===== src/rtl/conv_enc_param.sv =====
// Rate-1/2 feed-forward convolutional encoder with run-time puncturing (1/2, 2/3, 3/4),
// optional zero-tail termination and valid/ready handshakes on the serial input and output.
module conv_enc_param #(
    parameter int           K       = 7,
    parameter logic [K-1:0] G0      = 7'o171,
    parameter logic [K-1:0] G1      = 7'o133,
    parameter bit           TAIL_EN = 1'b1
) (
    input  logic       clk,
    input  logic       reset,
    input  logic       start,
    input  logic [1:0] punct_mode,
    input  logic       din,
    input  logic       din_valid,
    input  logic       din_last,
    output logic       din_ready,
    output logic       dout,
    output logic       dout_valid,
    input  logic       dout_ready,
    output logic       busy,
    output logic       done
);

    localparam int             TW       = $clog2(K);
    localparam logic [TW-1:0]  TAIL_LEN = TW'(K - 1);

    typedef enum logic [1:0] {
        S_IDLE = 2'd0,
        S_ENC  = 2'd1,
        S_TAIL = 2'd2
    } state_t;

    state_t          state_r;
    state_t          state_next_s;
    logic [K-2:0]    sr_r;
    logic [1:0]      phase_r;
    logic [1:0]      mode_r;
    logic [1:0]      pend_r;
    logic [1:0]      cnt_r;
    logic [TW-1:0]   tail_cnt_r;
    logic            last_seen_r;
    logic            done_r;

    logic            slot_s;
    logic            consume_s;
    logic            din_ready_s;
    logic            accept_s;
    logic            tail_inj_s;
    logic            enc_s;
    logic            enc_bit_s;
    logic            a_s;
    logic            b_s;
    logic            keep_a_s;
    logic            keep_b_s;
    logic [1:0]      phase_next_s;
    logic            final_s;
    logic            start_acc_s;

    function automatic logic parity_f(input logic [K-1:0] v);
        return ^v;
    endfunction

    // Handshake qualifiers, encoder core and puncture selection.
    always_comb begin
        slot_s      = (cnt_r == 2'd0) | ((cnt_r == 2'd1) & dout_ready);
        consume_s   = (cnt_r != 2'd0) & dout_ready;
        din_ready_s = (state_r == S_ENC) & ~last_seen_r & slot_s;
        accept_s    = din_ready_s & din_valid;
        tail_inj_s  = (state_r == S_TAIL) & (tail_cnt_r != TAIL_LEN) & slot_s;
        enc_s       = accept_s | tail_inj_s;
        start_acc_s = (state_r == S_IDLE) & start;
        if (accept_s) begin
            enc_bit_s = din;
        end else begin
            enc_bit_s = 1'b0;
        end
        a_s = parity_f({enc_bit_s, sr_r} & G0);
        b_s = parity_f({enc_bit_s, sr_r} & G1);
        keep_a_s     = 1'b1;
        keep_b_s     = 1'b1;
        phase_next_s = 2'd0;
        case (mode_r)
            2'd1: begin
                keep_b_s     = (phase_r == 2'd0);
                phase_next_s = (phase_r == 2'd1) ? 2'd0 : (phase_r + 2'd1);
            end
            2'd2: begin
                keep_a_s     = (phase_r != 2'd2);
                keep_b_s     = (phase_r != 2'd1);
                phase_next_s = (phase_r == 2'd2) ? 2'd0 : (phase_r + 2'd1);
            end
            default: begin
                keep_a_s     = 1'b1;
                keep_b_s     = 1'b1;
                phase_next_s = 2'd0;
            end
        endcase
        // The frame ends when nothing remains to encode and the last pending bit leaves.
        final_s = (((state_r == S_ENC) & last_seen_r) |
                   ((state_r == S_TAIL) & (tail_cnt_r == TAIL_LEN))) &
                  (cnt_r == 2'd1) & dout_ready;
    end

    // Next-state logic.
    always_comb begin
        state_next_s = state_r;
        case (state_r)
            S_IDLE: begin
                if (start) begin
                    state_next_s = S_ENC;
                end else begin
                    state_next_s = S_IDLE;
                end
            end
            S_ENC: begin
                if (final_s) begin
                    state_next_s = S_IDLE;
                end else if (accept_s & din_last & TAIL_EN) begin
                    state_next_s = S_TAIL;
                end else begin
                    state_next_s = S_ENC;
                end
            end
            S_TAIL: begin
                if (final_s) begin
                    state_next_s = S_IDLE;
                end else begin
                    state_next_s = S_TAIL;
                end
            end
            default: begin
                state_next_s = S_IDLE;
            end
        endcase
    end

    // State register.
    always_ff @(posedge clk or negedge reset) begin
        if (!reset) begin
            state_r <= S_IDLE;
        end else begin
            state_r <= state_next_s;
        end
    end

    // Shift register, puncture phase, tail counter and frame-level flags.
    always_ff @(posedge clk or negedge reset) begin
        if (!reset) begin
            sr_r        <= '0;
            phase_r     <= 2'd0;
            mode_r      <= 2'd0;
            tail_cnt_r  <= '0;
            last_seen_r <= 1'b0;
            done_r      <= 1'b0;
        end else begin
            done_r <= final_s;
            if (start_acc_s) begin
                sr_r        <= '0;
                phase_r     <= 2'd0;
                mode_r      <= punct_mode;
                tail_cnt_r  <= '0;
                last_seen_r <= 1'b0;
            end else begin
                if (enc_s) begin
                    sr_r    <= {enc_bit_s, sr_r[K-2:1]};
                    phase_r <= phase_next_s;
                end
                if (tail_inj_s) begin
                    tail_cnt_r <= tail_cnt_r + TW'(1);
                end
                if (accept_s & din_last & ~TAIL_EN) begin
                    last_seen_r <= 1'b1;
                end
            end
        end
    end

    // Pending buffer: bit 0 is the oldest; a load always lands on an empty or draining slot.
    always_ff @(posedge clk or negedge reset) begin
        if (!reset) begin
            pend_r <= 2'b00;
            cnt_r  <= 2'd0;
        end else if (enc_s) begin
            if (keep_a_s & keep_b_s) begin
                pend_r <= {b_s, a_s};
                cnt_r  <= 2'd2;
            end else if (keep_a_s) begin
                pend_r <= {1'b0, a_s};
                cnt_r  <= 2'd1;
            end else begin
                pend_r <= {1'b0, b_s};
                cnt_r  <= 2'd1;
            end
        end else if (consume_s) begin
            pend_r <= {1'b0, pend_r[1]};
            cnt_r  <= cnt_r - 2'd1;
        end
    end

    assign din_ready  = din_ready_s;
    assign dout       = pend_r[0];
    assign dout_valid = (cnt_r != 2'd0);
    assign busy       = (state_r != S_IDLE);
    assign done       = done_r;

endmodule


===== config.mk =====
export PLATFORM = sky130hd
export DESIGN_NAME = conv_enc_param
export DESIGN_NICKNAME = d
export VERILOG_FILES = /design/src/rtl/conv_enc_param.sv
export SDC_FILE = /design/constraint.sdc
export NUM_CORES = 1
export LEC_CHECK = 0
export BUFFER_PORTS_ARGS = -buffer_cell sky130_fd_sc_hd__buf_2
export CORE_MARGIN = 5
export CORE_UTILIZATION = 62
export CTS_BUF_LIST = sky130_fd_sc_hd__clkbuf_4 sky130_fd_sc_hd__clkbuf_8
export DETAILED_ROUTE_END_ITERATION = 16
export PLACE_DENSITY = 0.92
export SYNTH_ARGS = -nofsm -noshare
export SYNTH_HDL_FRONTEND = slang
export SYNTH_SLANG_ARGS = --single-unit
export TNS_END_PERCENT = 20

===== constraint.sdc =====
create_clock -name clk -period 3.3 [get_ports clk]
set_input_delay 0.33 -clock clk [delete_from_list [all_inputs] [get_ports clk]]
set_output_delay 0.33 -clock clk [all_outputs]
set_load 0.01 [all_outputs]

======== Word level (Yosys, flattened, before mapping) ========
Index checks and enable logic that the tools add are counted.
operators by class
  add/subtract/negate cells ............... 3
  equal/unequal tests ..................... 11
  mux-type cells .......................... 24
  bitwise operators ....................... 14
  reductions and logical operators ........ 10
operators with widths
  kind                                                                     count
  2-bit two-way mux                                                        13
  7-bit parity                                                             2
  1-bit AND                                                                12
  6-bit two-way mux                                                        2
  2-bit nonzero test                                                       5
  2-bit by 1-bit equality test with 1-bit output, second input constant    4
  2-bit equality test, second input constant                               3
  2-bit zero test                                                          3
  3-bit two-way mux                                                        2
  2-bit case mux with 3 select lines                                       1
  1-bit two-way mux                                                        4
  2-bit case mux with 2 select lines                                       1
  3-bit by 1-bit adder with 3-bit output, second input constant            1
  3-bit equality test, second input constant                               1
  3-bit inequality test, second input constant                             1
  2-bit by 1-bit adder with 2-bit output, second input constant            1
  2-bit by 1-bit inequality test with 1-bit output, second input constant  1
  2-bit inequality test, second input constant                             1
  1-bit bitwise OR                                                         2
  1-bit case mux with 2 select lines                                       1
  2-bit by 1-bit subtractor with 2-bit output, second input constant       1
storage, ports and cells
  bits in registers ....................... 20
  input bits .............................. 9
  output and inout port bits .............. 5
  word-level logic and storage cells ...... 70

======== Longest topological paths before layout ========
Gate-level depths: netlist of the first run.
  depth in word-level cells ............... 10
  mapped depth ............................ 8
  gate-level depth less buffers ........... 7

======== Worst setup path after synthesis of the first run ========
Ideal clock, no wire load.
  path type ............................... reg-to-reg
  start ................................... register cnt_r[0]
  end ..................................... register phase_r[1]
  setup time .............................. 0.078 ns
  arrival time ............................ 1.711 ns
  data required time ...................... 3.222 ns
  path slack .............................. 1.511 ns
  cell stages (with the launch flop) ...... 9
  path buffers ............................ 1
  period minus slack after synthesis ...... 1.789 ns
  path through ............................ dfrtp_1 -> inv_1 -> ha_1 -> a21oi_2 -> nor4b_4 -> nor2_1 -> buf_6 -> or3_1 -> a21oi_1
between the ends
  longest elaborated chain between the ends .. 7
  elaborated cells on any way between the ends .. 9
  classes of those cells .................. eq/ne: 1; bitwise: 6; reduce/logical: 2
RTL lines
  what                                            RTL line  source
  start, declared                                 39        logic [1:0] cnt_r;
  start signal, assigned                          196       cnt_r <= cnt_r - 2'd1;
  2-bit by 1-bit equality test with 1-bit output  65        slot_s = (cnt_r == 2'd0) | ((cnt_r == 2'd1) & dout_ready);
  1-bit AND                                       65
  1-bit bitwise OR (*)                            65
  1-bit AND                                       67        din_ready_s = (state_r == S_ENC) & ~last_seen_r & slot_s;
  1-bit AND                                       68        accept_s = din_ready_s & din_valid;
  1-bit bitwise OR (*)                            70        enc_s = accept_s | tail_inj_s;
  2-bit nonzero test (no source line) (*)         -
  end signal, assigned                            166       phase_r <= phase_next_s;
  end, declared                                   36        logic [1:0] phase_r;
Mark *: on every way between the ends. The rest lies on a longest branch, timed or not.
A chain may end at the register's enable or synchronous reset.

======== Final worst setup path of the first run ========
  start ................................... register cnt_r[0]
  end ..................................... register sr_r[1]
between the ends
  longest elaborated chain between the ends .. 7
  elaborated cells on any way between the ends .. 9
  classes of those cells .................. eq/ne: 1; bitwise: 6; reduce/logical: 2
RTL lines
  what                                            RTL line  source
  2-bit by 1-bit equality test with 1-bit output  65
  1-bit AND                                       65
  1-bit bitwise OR (*)                            65
  1-bit AND                                       67
  1-bit AND                                       68
  1-bit bitwise OR (*)                            70
  2-bit nonzero test (no source line) (*)         -
  end signal, assigned                            165       sr_r <= {enc_bit_s, sr_r[K-2:1]};
  end, declared                                   35        logic [K-2:0] sr_r;
Marked as above.

==> results.md, run 1 <==
* Final clock period utilization by the worst path at between 60% and 70%
* Clk slew on worst S/H paths at 0.10 ns
* Asr flop ratio synth at 100%
* Total clock sinks at 20
* CP Class: reg -> reg
* Pre-CTS setup slack at roughly 1.1 ns
* Power per cell area at 789 nW/um2
* Final setup violation count at 0
* ANT cells at 0
* Buffers on Ports at 13
* Antenna violations before repair at 0
* FF+latch count, synth at 20
* Top-level port count at 14
* Synth warnings at 0
* Remaining DRCs at 0
* Largest family of logic cells by synthesized area: simple AND/OR/NAND/NOR gates
* Peak supply drop at 0.412 mV
* Max Freq at 451 MHz
* Setup tns final at 0 ns
* Min Hold Slack at 0.227 ns
* Top cells by area, synth: dfrtp_1 44%, ha_1 6.7%, xor2_1 3.9%, inv_1 3.7%, nand2_1 3.7%
* EDFF count, synth at 0
* Vias per cell at 5.71
* Largest net degree at the start of global routing at 21
* CP max FO at 13
* Max-cap viol count at 0
* Syn Inst Count at 116
* Die W at 52.6 um
* Max-slew violation count at 0
* Syn Nets at ~130
* Critical Path RT at 3.46 ns
* Most frequent cells in the layout: 20 x dfrtp_1, 13 x buf_2, 11 x inv_1, 11 x nand2_1, 10 x nor2_1
* Post-Syn Area at 1130 um2
* Die H at 52.6 um
* Setup Skew at 0.00426 ns
* Min-Delay Path Class: in -> reg
* Hold Vio Cnt, Final at 0
* Nets at 148
* Post-Synth Adder-Cell Area at 6.67%
* Mux share of post-synthesis cell area at 1.78%
* Antenna Nets Post-Route at 0
* Final GP Congestion at 0.810
* Predominant post-synthesis flop cell: dfrtp_1
* Rows at 15
* CTS Buf Count at 3
* Seq/Total Area, Yosys at 44.4%
* GR Overflow Total at 0
* Vias at 897
* Insertion delay to the later sink of the worst-skew pair at 0.30 ns
* Post-cts sizing count at 0
* CTS tree: done
* Most common cell after layout, fill and taps aside: dfrtp_1
* Synth area leader: dfrtp_1
* Synth Area in Simple Gates at 17.7%
* Gr usage total at slightly above 20%
* Routed len/inst at 14.6 um
* Synth top area share at 44.4%
* Status: complete, no violations
* Initial Util at 65.2%
* XOR/XNOR Fraction of Synth Area at 7.00%
* Mean cell area of the mapped netlist at 9.71 um2
* Synth Area in Compound Gates at 16.7%
* Pre-antenna DRT Iters at 4
* Area of the core at 1730 um2
* Transition time of the tightest slew-check pin at 0.874 ns
* Pleak at 0.599 nW
* CP Data Arrival Time at about 2.4 ns
* Layout cells sized above 1 at 18.2%
* Clock Path Buffers at 2
* Vias in the first global route at 906
* PnR worst setup slack at ~1.1 ns
* Rel. slew slack at 41.6%
* Critical path startpoint category: flop
* Fin crit period at 2.22 ns
* Synthesis-to-finish area growth at 11.9%
* H-tree levels at 1
* Worst Setup End Kind: flop
* Initial DRC count at 20
* Synth cell types at 38
* RSZ-0062 raised after global routing: no
* HPWL after DPL at 1710 um
* CTS root buffer: clkbuf_4
* Die area at approximately 2800 um2
* Global-route wire length before repair at just over 4000 um
* Detailed Route WL at 2300 um
[worst paths after layout]
path / endpoint / depth (start not counted) / from / slack, ns
setup / recovery: sr_r[1] / 8 / cnt_r[0] / 1.08
hold / removal: mode_r[1] / 3 / punct_mode[1] / 0.23
setup reg to reg: sr_r[1] / 8 / cnt_r[0] / 1.08
hold reg to reg: cnt_r[1] / 1 / cnt_r[1] / 0.52
max in group asynchronous: phase_r[1] / 2 / reset / 2.48
min in group asynchronous: cnt_r[1] / 2 / reset / 0.51
[synthesized netlist by cell type (all sizes together), types with 2 or more instances]
| master | n |
|---|---|
| xnor2 | 4 |
| nor2b | 3 |
| xor2 | 5 |
| nand2 | 11 |
| a21oi | 9 |
| ha | 6 |
| clkbuf | 2 |
| a221oi | 2 |
| o21ai | 6 |
| inv | 11 |
| buf | 2 |
| nor3 | 2 |
| nor2 | 10 |
| dfrtp | 20 |
| mux2i | 2 |
| nand3b | 2 |
[routing by layer]
| layer | routed length, um | up-vias | global-route usage (%) | share of wire [%] |
|---|---|---|---|---|
| met2 | 1160 | 36 | 37.0 | 51 |
| met4 | 44 | 0 | 7.66 | 1.9 |
| met1 | 973 | 426 | 22.9 | 42 |
| met5 | 0 | - | 0 | 0 |
| li1 | - | 428 | - | - |
| met3 | 118 | 7 | 4.27 | 5.1 |
[per-stage QoR]
stage / std cells / power, mW / area, um2 / util, %
global route: 157 / 1.08 / 1260 / 73.0
CTS: 157 / 0.997 / 1260 / 73.0
floorplan: 116 / 0.734 / 1130 / -
finish: 157 / 0.994 / 1260 / 73.0
global placement: 152 / 0.817 / 1210 / 70.3
detailed placement: 152 / 0.848 / 1210 / 70.3
[kinds of logic (layout without fill, tap and decap cells)]
| family | after synthesis | in the layout |
|---|---|---|
| buffers and inverters | 15 | 31 |
| AOI/OAI and AO/OA | 28 | 28 |
| DFF | 20 | 20 |
| and+or+nand+nor | 36 | 36 |
| muxes | 2 | 2 |
| xor gates and xnor gates | 9 | 9 |
| adders and majority gates | 6 | 6 |
[where the power goes]
group / switching, mW / internal, mW / total, mW
registers: 0.0651 / 0.323 / 0.388
clock network: 0.0740 / 0.0674 / 0.141
logic: 0.260 / 0.206 / 0.465
total: 0.399 / 0.596 / 0.994
[final cells by class]
| type | count | area [um2] |
|---|---|---|
| Clock buffer | 4 | 36.3 |
| Fill cell | 123 | 467 |
| Inverter | 11 | 41.3 |
| Multi-Input combinational cell | 81 | 561 |
| Sequential cell | 20 | 500 |
| Tap cell | 25 | 31.3 |
| Timing Repair Buffer | 16 | 90.1 |
[sequential cells by signal, summed over array words and instances, names as in the netlist]
| name | flops |
|---|---|
| sr_r | 6 |
| tail_cnt_r | 3 |
| cnt_r | 2 |
| mode_r | 2 |
| pend_r | 2 |
| phase_r | 2 |
| state_r | 2 |
| done | 1 |
[what timing repair did]
item | 4_1_cts | 5_1_grt
hold buffers | 1 | 0
buffers inserted | 0 | 0
endpoints found under the hold margin | 20 | 0
[critical path: stages, from the launching register on]
cell,delay [ns]
dfrtp_1,0.40
inv_1,0.06
ha_1,0.27
a21oi_2,0.25
nor4b_4,0.07
buf_4,0.18
nor2_1,0.52
mux2i_1,0.26
nor2_1,0.05
(Power assumes the default switching activity.)
==> run 2: changes to the inputs <==
Settings changed: CORE_UTILIZATION 62 to 53, PLACE_DENSITY 0.92 to 0.85.
Clock period 3.3 ns to 1.8 ns, I/O delays scaled along.
==> results.md, run 2 (synthesized netlist as in run 1, its figures left out) <==
* Most common cell after layout, fill and taps aside: dfrtp_1 (unchanged)
* Max Freq at 550 MHz (was 451 MHz)
* Antenna violations before repair at 0 (unchanged)
* Antenna Nets Post-Route at 0 (unchanged)
* Status: finished, violations left (was complete, no violations)
* Fin crit period at 1.82 ns (was 2.22 ns)
* Worst Setup End Kind: flop (unchanged)
* Filler cell count at 133 (was 123)
* CP max FO at 4 (was 13)
* Rows at 16 (was 15)
* Gr usage total at 18.6% (was 20.3%)
* CTS root buffer: clkbuf_4 (unchanged)
* Die H at 56.1 um (was 52.6 um)
* Most frequent cells in the layout: 20 x dfrtp_1, 15 x buf_4, 13 x buf_2 (was 20 x dfrtp_1, 13 x buf_2, 11 x inv_1, 11 x nand2_1, 10 x nor2_1)
* Rel. slew slack at 70.1% (was 41.6%)
* Vias at 1,001 (was 897)
* Die W at 56.1 um (was 52.6 um)
* CP max-delay cell: or4_4 (was nor2_1)
* Top Registers: sr_r: 6 flops, tail_cnt_r: 3 flops (unchanged)
* Min Hold Slack at 0.0926 ns (was 0.227 ns)
* Transition time of the tightest slew-check pin at 0.448 ns (was 0.874 ns)
* Global-route wire length before repair at 4680 um (was 4110 um)
* Vias per cell at 5.75 (was 5.71)
* Layout cells sized above 1 at 35.4% (was 18.2%)
* Clock Path Buffers at 2 (unchanged)
* Final GP Congestion at 0.758 (was 0.810)
* Critical Path RT at 2.02 ns (was 3.46 ns)
* Die area at 3150 um2 (was 2770 um2)
* Pre-antenna DRT Iters at 4 (unchanged)
* Vias in the first global route at 1,008 (was 906)
* Critical path startpoint category: flop (unchanged)
* Max-slew violation count at 0 (unchanged)
* Final clock period utilization by the worst path at 101% (was 67.3%)
* Buf/Inv on CP at 0 (was 2)
* Buffers on Ports at 13 (unchanged)
* Max stage delay on crit path at 0.43 ns (was 0.52 ns)
* Pleak at 0.686 nW (was 0.599 nW)
* Setup Skew at 0.000631 ns (was 0.00426 ns)
* Final Instance Area at 1450 um2 (was 1260 um2)
* CP Class: reg -> reg (unchanged)
* H-tree levels at 1 (unchanged)
* Area of the core at 2000 um2 (was 1730 um2)
* CTS Buf Count at 3 (unchanged)
* Hold Vio Cnt, Final at 0 (unchanged)
* Placed cell count at 163 (was 152)
* Top-level port count at 14 (unchanged)
* Finished Layout Cells at 174 (was 157)
* Reg with most FFs: sr_r (unchanged)
* HPWL after DPL at 1740 um (was 1710 um)
* Power per cell area at 1480 nW/um2 (was 789 nW/um2)
* Largest net degree at the start of global routing at 21 (unchanged)
* Placement Cell Area at 1280 um2 (was 1210 um2)
* Initial Util at 56.2% (was 65.2%)
* ANT cells at 0 (unchanged)
* Routed len/inst at 16.0 um (was 14.6 um)
* Final setup violation count at 1 (was 0)
* Total clock sinks at 20 (unchanged)
* Initial DRC count at 50 (was 20)
* Nets at 164 (was 148)
* Critical Path, Cell by Cell: ha_1 > and2_0 > nor3_2 > nor2_2 > or4_4 > a21oi_2 (was inv_1 > ha_1 > a21oi_2 > nor4b_4 > buf_4 > nor2_1 > mux2i_1 > nor2_1)
* Family with the most delay on the worst path: simple AND/OR/NAND/NOR gates (unchanged)
* Failing checks: negative setup slack
* Detailed Route WL at 2780 um (was 2300 um)
* Max FFs per register at 6 (unchanged)
* CTS tree: done (unchanged)
* GR Overflow Total at 0 (unchanged)
* PnR worst setup slack at -0.0196 ns (was 1.08 ns)
* Clk slew on worst S/H paths at 0.10 ns (about the same)
* CP Data Arrival Time at 2.04 ns (was 2.38 ns)
* Insertion delay to the later sink of the worst-skew pair at 0.29 ns (was 0.30 ns)
* Peak supply drop at 0.745 mV (was 0.412 mV)
* Max-cap viol count at 0 (unchanged)
* Synthesis-to-finish area growth at 28.8% (was 11.9%)
* RSZ-0062 raised after global routing: yes (was no)
* Remaining DRCs at 0 (unchanged)
* Min-Delay Path Class: in -> reg (unchanged)
[run 2: layer usage]
metal	GRT usage, %	share of wire (%)	vias to the layer above
li1	-	-	463
met1	22.4	40	484
met2	30.7	50	40
met3	4.41	5.4	14
met4	9.15	4.2	0
met5	0	0	-
[run 2: report_power, final]
group          internal, mW  switching [mW]
clock                0.0778           0.128
sequential            0.591           0.129
combinational         0.602           0.616
[run 2: final timing paths]
kind	start	endpoint	slack [ns]	cells past startpoint
max in group asynchronous	reset	cnt_r[1]	1.13	2
max	tail_cnt_r[1]	phase_r[0]	-0.02	6
min reg2reg	sr_r[2]	sr_r[2]	0.54	2
max reg2reg	tail_cnt_r[1]	phase_r[0]	-0.02	6
min in group asynchronous	reset	phase_r[0]	0.36	2
min	punct_mode[0]	mode_r[0]	0.09	3
[run 2: repair_timing]
item / in CTS / in global routing
hold buffers: 1 / 0
resized for setup: 16 / 5
setup buffers: 6 / 2
setup endpoints to repair: 4 / 12
pin swaps: 8 / 8
endpoints found under the hold margin: 20 / 0
[run 2: per-stage QoR]
stage | worst slack, ns | TNS [ns] | power (mW) | util (%)
detailed placement | -0.104 | -0.189 | 1.63 | 64.1
floorplan | 0.0105 | 0 | 1.35 | -
CTS | -0.00804 | -0.00804 | 2.06 | 71.3
global route | -0.0988 | -0.263 | 2.30 | 72.4
finish | -0.0196 | -0.0196 | 2.14 | 72.4
global placement | -0.0765 | -0.0765 | 1.59 | 64.1
[run 2: final cells by class]
cell class / instances / area, um2 / area share [%]
clock buffers: 3 / 22.5 / 1.55
inverters: 11 / 41.3 / 2.85
multi-input cells: 81 / 631 / 43.5
flip-flops and latches: 20 / 500 / 34.5
well taps: 27 / 33.8 / 2.33
repair buffers: 32 / 221 / 15.3
[run 2: tightest hold or removal path, delay by kind of cell]
family / cells / cell delay [ns]
buffers and inverters: 1 / 0.07
AOI/OAI and AO/OA: 1 / 0.06
and+or+nand+nor: 1 / 0.03
